===== src/rtl/video_reg_bank.sv =====
// LCD register bank: N byte registers on the CPU bus, LY line counter, LY==LYC coincidence IRQ.
// Optional macro VREG_SHADOW_EN: reg_q is driven from per-line shadow copies instead of the live regs.
module video_reg_bank #(
  parameter int DATA_W   = 8,
  parameter int N_REGS   = 12,
  parameter int ADDR_W   = 4,
  parameter int LY_IDX   = 4,
  parameter int LYC_IDX  = 5,
  parameter int LINE_MAX = 153
) (
  input  logic                     clk,
  input  logic                     reset,
  input  logic [ADDR_W-1:0]        cpu_addr,
  input  logic                     cpu_rd,
  input  logic                     cpu_wr,
  input  logic [DATA_W-1:0]        cpu_din,
  output logic [DATA_W-1:0]        cpu_dout,
  output logic                     cpu_dout_en,
  input  logic                     line_tick,
  output logic [N_REGS*DATA_W-1:0] reg_q,
  output logic [DATA_W-1:0]        ly,
  output logic                     lyc_match,
  output logic                     lyc_irq
);

  localparam logic [ADDR_W:0]   N_REGS_A   = (ADDR_W+1)'(N_REGS);
  localparam logic [ADDR_W-1:0] LY_A       = ADDR_W'(LY_IDX);
  localparam logic [DATA_W-1:0] LINE_MAX_D = DATA_W'(LINE_MAX);

  logic [DATA_W-1:0] regs_q [N_REGS];
  logic [DATA_W-1:0] regs_d [N_REGS];
  logic [DATA_W-1:0] view   [N_REGS];
  logic [DATA_W-1:0] ly_q, ly_d;
  logic              lyc_match_q, lyc_match_d;
  logic              lyc_irq_q, lyc_irq_d;
  logic              addr_ok, ly_sel;

  assign addr_ok = {1'b0, cpu_addr} < N_REGS_A;
  assign ly_sel  = (cpu_addr == LY_A);

  // NOTE: every always_comb output gets a default first, so no path can infer a latch.
  always_comb begin
    regs_d = regs_q;
    ly_d   = ly_q;
    if (cpu_wr && addr_ok && !ly_sel) regs_d[cpu_addr] = cpu_din;
    if (line_tick) ly_d = (ly_q == LINE_MAX_D) ? '0 : ly_q + 1'b1;
    // An LY write clears the counter and beats a simultaneous tick.
    if (cpu_wr && ly_sel) ly_d = '0;
    lyc_match_d = (ly_q == regs_q[LYC_IDX]);
    lyc_irq_d   = lyc_match_d && !lyc_match_q;
  end

  // NOTE: sequential state uses non-blocking assignments only, so every flop samples pre-edge values.
  // NOTE: the register array is cleared by reset because software expects zeroed registers.
  always_ff @(posedge clk) begin
    if (reset) begin
      for (int i = 0; i < N_REGS; i++) regs_q[i] <= '0;
      ly_q        <= '0;
      lyc_match_q <= 1'b0;
      lyc_irq_q   <= 1'b0;
    end else begin
      regs_q      <= regs_d;
      ly_q        <= ly_d;
      lyc_match_q <= lyc_match_d;
      lyc_irq_q   <= lyc_irq_d;
    end
  end

`ifdef VREG_SHADOW_EN
  logic [DATA_W-1:0] shadow_q [N_REGS];
  logic [DATA_W-1:0] shadow_d [N_REGS];

  // Loading from regs_d makes a write on a tick cycle land in the shadow too.
  always_comb begin
    shadow_d = shadow_q;
    if (line_tick) shadow_d = regs_d;
  end

  always_ff @(posedge clk) begin
    if (reset) begin
      for (int i = 0; i < N_REGS; i++) shadow_q[i] <= '0;
    end else begin
      shadow_q <= shadow_d;
    end
  end

  always_comb view = shadow_q;
`else
  always_comb view = regs_q;
`endif

  // The LY slot has no storage; it carries the live line counter.
  always_comb begin
    reg_q = '0;
    for (int i = 0; i < N_REGS; i++)
      reg_q[i*DATA_W +: DATA_W] = (i == LY_IDX) ? ly_q : view[i];
  end

  assign cpu_dout_en = cpu_rd && addr_ok;
  assign cpu_dout    = !cpu_dout_en ? '0 : (ly_sel ? ly_q : regs_q[cpu_addr]);
  assign ly          = ly_q;
  assign lyc_match   = lyc_match_q;
  assign lyc_irq     = lyc_irq_q;

endmodule


===== config.mk =====
export PLATFORM = sky130hd
export DESIGN_NAME = video_reg_bank
export DESIGN_NICKNAME = d
export VERILOG_FILES = /design/src/rtl/video_reg_bank.sv
export SDC_FILE = /design/constraint.sdc
export NUM_CORES = 1
export LEC_CHECK = 0
export ABC_AREA = 0
export CAP_MARGIN = 15
export CORE_UTILIZATION = 30
export CTS_CLUSTER_DIAMETER = 80
export CTS_CLUSTER_SIZE = 20
export DETAILED_ROUTE_END_ITERATION = 8
export PLACE_DENSITY = 0.57
export REMOVE_ABC_BUFFERS = 1
export SYNTH_ARGS = -nofsm -noshare
export SYNTH_HDL_FRONTEND = slang
export SYNTH_SLANG_ARGS = --single-unit
export TNS_END_PERCENT = 1

===== constraint.sdc =====
create_clock -name clk -period 3 [get_ports clk]
set_clock_uncertainty 0.2 [all_clocks]
set_input_delay 0.3 -clock clk [delete_from_list [all_inputs] [get_ports clk]]
set_output_delay 0.3 -clock clk [all_outputs]
set_load 0.01 [all_outputs]

==> impl_metrics.env <==
export IMPL_route_antenna_remaining_nets=0
export IMPL_static_leakage_power_nw=2.55
export IMPL_max_cap_violations=0
export IMPL_chipWidth_um=137
export IMPL_finalNetCount=682
export IMPL_crit_buf_inv=4
export IMPL_detail_route_wirelength_met1_um=7550
export IMPL_fmax_ghz=0.340
export IMPL_cp_top_family="buffers and inverters"
export IMPL_finalSetupTns_ps=0
export IMPL_postSynthRegisterBits=98
export IMPL_critical_path_class="in2out"
export IMPL_track_usage=0.183
export IMPL_setup_worst_path_end_class="output port"
export IMPL_wire_length_after_detailed_routing_um=16900
export IMPL_relSlewSlack=0.517
export IMPL_cts_sinks=98
export IMPL_placed_wire_length_estimate_after_detailed_placement_um=12600
export IMPL_wl_met3_um=1110
export IMPL_timing_final_hold_violations=0
export IMPL_post_route_cells_drive_above_1_share=0.120
export IMPL_crit_path_max_fanout=21
export IMPL_clock_tree_buffer_depth=2
export IMPL_core_area_um2=17500
export IMPL_slowest_cell_delay_on_critical_path_ps=600
export IMPL_ctsRootBufferMaster="sky130_fd_sc_hd__clkbuf_16"
export IMPL_vdd_drop_max_v=0.000328
export IMPL_number_of_max_slew_violations_in_the_final_report=0
export IMPL_detail_route_vias_per_cell=4.98
export IMPL_start_util=0.311
export IMPL_synth_seq_area_share=0.361
export IMPL_syn_to_final_growth_pct=20.9
export IMPL_antenna_found_initial=0
export IMPL_cpMostUsedCell="sky130_fd_sc_hd__clkdlybuf4s50_1"
export IMPL_power_per_cell_area_nw_per_um2=428
export IMPL_routedWlPerCell_um=18.9
export IMPL_first_iter_violations=355
export IMPL_cts_tree="built"
export IMPL_detailroute_via_count=4449
export IMPL_timing_worst_slew_pin_value_ps=724
export IMPL_floorplan_rows=48
export IMPL_worstHoldPathType="reg2reg"
export IMPL_routabilityCongestion=0.932
export IMPL_chipHeight_um=137
export IMPL_num_io_pins=132
export IMPL_global_route_overflow_total=0
export IMPL_postCtsHoldBufs=0
export IMPL_worst_setup_path_start_kind="input pin"
export IMPL_diodes=0
export IMPL_setup_viol_count_final=0
export IMPL_grt_pass1_wl_um=25200
export IMPL_yosysWarningCount=0
export IMPL_post_layout_minimum_cycle_time_ps=2940
export IMPL_clk_pin_slew_ps=70
export IMPL_fin_crit_sh=0.980
export IMPL_pin_count_of_the_biggest_net_entering_global_routing=38
export IMPL_top_signal_layer_used="met4"
export IMPL_critical_path_cell_chain="clkdlybuf4s50_1, buf_4, inv_2, a221oi_1, a221oi_2, o21ai_1, clkdlybuf4s50_1"
export IMPL_synth_lib_cells_used_distinct=38
export IMPL_io_buffer_count=131
export IMPL_met2RoutedLength_um=7890
export IMPL_report_power_total_w=0.00281
export IMPL_synth_area_per_cell_um2=8.50
export IMPL_clock_insertion_delay_worst_skew_ps=350
export IMPL_htreeDepth=3
export IMPL_slowest_stage="sky130_fd_sc_hd__clkdlybuf4s50_1"
export IMPL_finalCoreUtilization=0.376
export IMPL_tritoncts_num_buffers=9
export IMPL_drc_errors=0
export IMPL_design_die_area_um2=18700
export IMPL_outcome="finished, final reports clean"
export IMPL_critical_path_arrival_ps=2440
export IMPL_cp_data_required_time_ps=2500
export IMPL_grt_pass1_vias=4219
export IMPL_drt_pass1_iterations=5
export IMPL_gate_count_after_technology_mapping=640
export IMPL_synthesis_area_um2=5440
[per-layer routing]
metal,global-route usage,vias up
met3,0.0359,24
met5,0,-
met1,0.243,2135
met2,0.295,156
met4,0.0574,0
li1,-,2134
[synth_stat cells (all sizes together)]
cell type  number  area [um2]
nand3           5        40.0
nor2           56         220
clkbuf         33         125
a221oi          9        78.8
nor2b           3        18.8
a21o            1        7.51
nor3            8        40.0
dfxtp          98        1960
o21ai          57         285
a211oi          7        52.6
a21oi          50         250
ha              2        25.0
nor4            2        12.5
nand2          74         278
inv             5        18.8
mux2i          48         480
mux4            8         180
nand4           4        25.0
xor2            3        26.3
nand3b          2        31.3
buf           112         832
a21boi          1        7.51
a41o            1        10.0
xnor2          11        96.3
and2b           1        7.51
a31oi           8        50.1
nand2b         13        81.3
or3             1        6.26
or3b            1        8.76
mux2           16         180
[path summary, 6_finish.rpt]
check,from,endpoint,slack [ps],cells after the start
worst max-delay path,cpu_addr[2],cpu_dout[3],60,7
worst min-delay path,lyc_match$_SDFF_PP0_,lyc_irq$_SDFF_PP0_,220,1
worst max register to register,ly[1]$_SDFFE_PP0P_,ly[1]$_SDFFE_PP0P_,1200,6
worst min register to register,lyc_match$_SDFF_PP0_,lyc_irq$_SDFF_PP0_,220,1
[final cells by class]
type / count / area [um2]
tap: 225 / 282
timing repair buffer: 157 / 1520
sequential: 98 / 1960
fill: 1749 / 10900
clock inverter: 7 / 58.8
multi-input combinational: 392 / 2510
inverter: 5 / 18.8
clock buffer: 9 / 225
[state kept, by name (all words and copies together) (netlist names)]
register / flops
ly: 8
lyc_irq: 1
lyc_match: 1
reg_q: 88
[through the flow]
step / instances / cell area [um2] / setup WS (ps) / hold slack (ps)
finish: 893 / 6570 / 59.8 / 216
global route: 893 / 6570 / -10.2 / 228
CTS: 893 / 6570 / 125 / 216
detailed placement: 877 / 6280 / 125 / 206
global placement: 877 / 6280 / 127 / 207
floorplan: 495 / 4480 / 1260 / 169
[power by group]
group,total (W),internal [W],switching (W),leakage (nW)
combinational,0.000336,0.000147,0.000189,1.62
sequential,0.00135,0.00132,0.0000243,0.792
clock,0.00113,0.000578,0.000552,0.139
total,0.00281,0.00205,0.000766,2.55
[cells by family (layout without fill, tap and decap cells)]
family | count (synthesis) | count (layout) | share of synthesized area
DFF | 98 | 98 | 0.361
AOI/OAI and AO/OA | 134 | 134 | 0.136
and+or+nand+nor | 170 | 170 | 0.142
muxes | 72 | 72 | 0.155
adders and majority gates | 2 | 2 | 0.00460
buffers and inverters | 150 | 178 | 0.179
xor gates and xnor gates | 14 | 14 | 0.0225
[worst reg2reg max path: cells and delay by family, from the launching register on]
kind	cells	cell delay [ps]
buf+inv	1	80
flops	1	530
simple gates	3	580
fa+ha+maj	1	180
compound gates	1	150
[repair_timing]
item | in CTS | in global routing
buffers inserted | 0 | 0
setup endpoints to repair | 0 | 1
resized for setup | 0 | 1
[cell usage in the layout (no fill, tap or decap), types with 2 or more instances in the layout]
cell type,n
sky130_fd_sc_hd__clkdlybuf4s50_1,129
sky130_fd_sc_hd__dfxtp_1,98
sky130_fd_sc_hd__nand2_1,74
sky130_fd_sc_hd__o21ai_0,56
sky130_fd_sc_hd__nor2_1,52
sky130_fd_sc_hd__a21oi_1,50
sky130_fd_sc_hd__mux2i_1,48
sky130_fd_sc_hd__buf_4,24
sky130_fd_sc_hd__mux2_2,16
sky130_fd_sc_hd__nand2b_1,13
sky130_fd_sc_hd__xnor2_1,11
sky130_fd_sc_hd__clkbuf_16,9
sky130_fd_sc_hd__a221oi_1,8
sky130_fd_sc_hd__a31oi_1,8
sky130_fd_sc_hd__mux4_2,8
sky130_fd_sc_hd__nor3_1,8
sky130_fd_sc_hd__a211oi_1,7
sky130_fd_sc_hd__inv_1,4
sky130_fd_sc_hd__nor2_2,4
sky130_fd_sc_hd__nand4_1,4
sky130_fd_sc_hd__nor2b_1,3
sky130_fd_sc_hd__nand3_2,3
sky130_fd_sc_hd__xor2_1,3
sky130_fd_sc_hd__inv_6,3
sky130_fd_sc_hd__nand3_1,2
sky130_fd_sc_hd__nor4_1,2
sky130_fd_sc_hd__ha_1,2
sky130_fd_sc_hd__buf_2,2
sky130_fd_sc_hd__buf_12,2
Power figures use the tool's default switching activity.
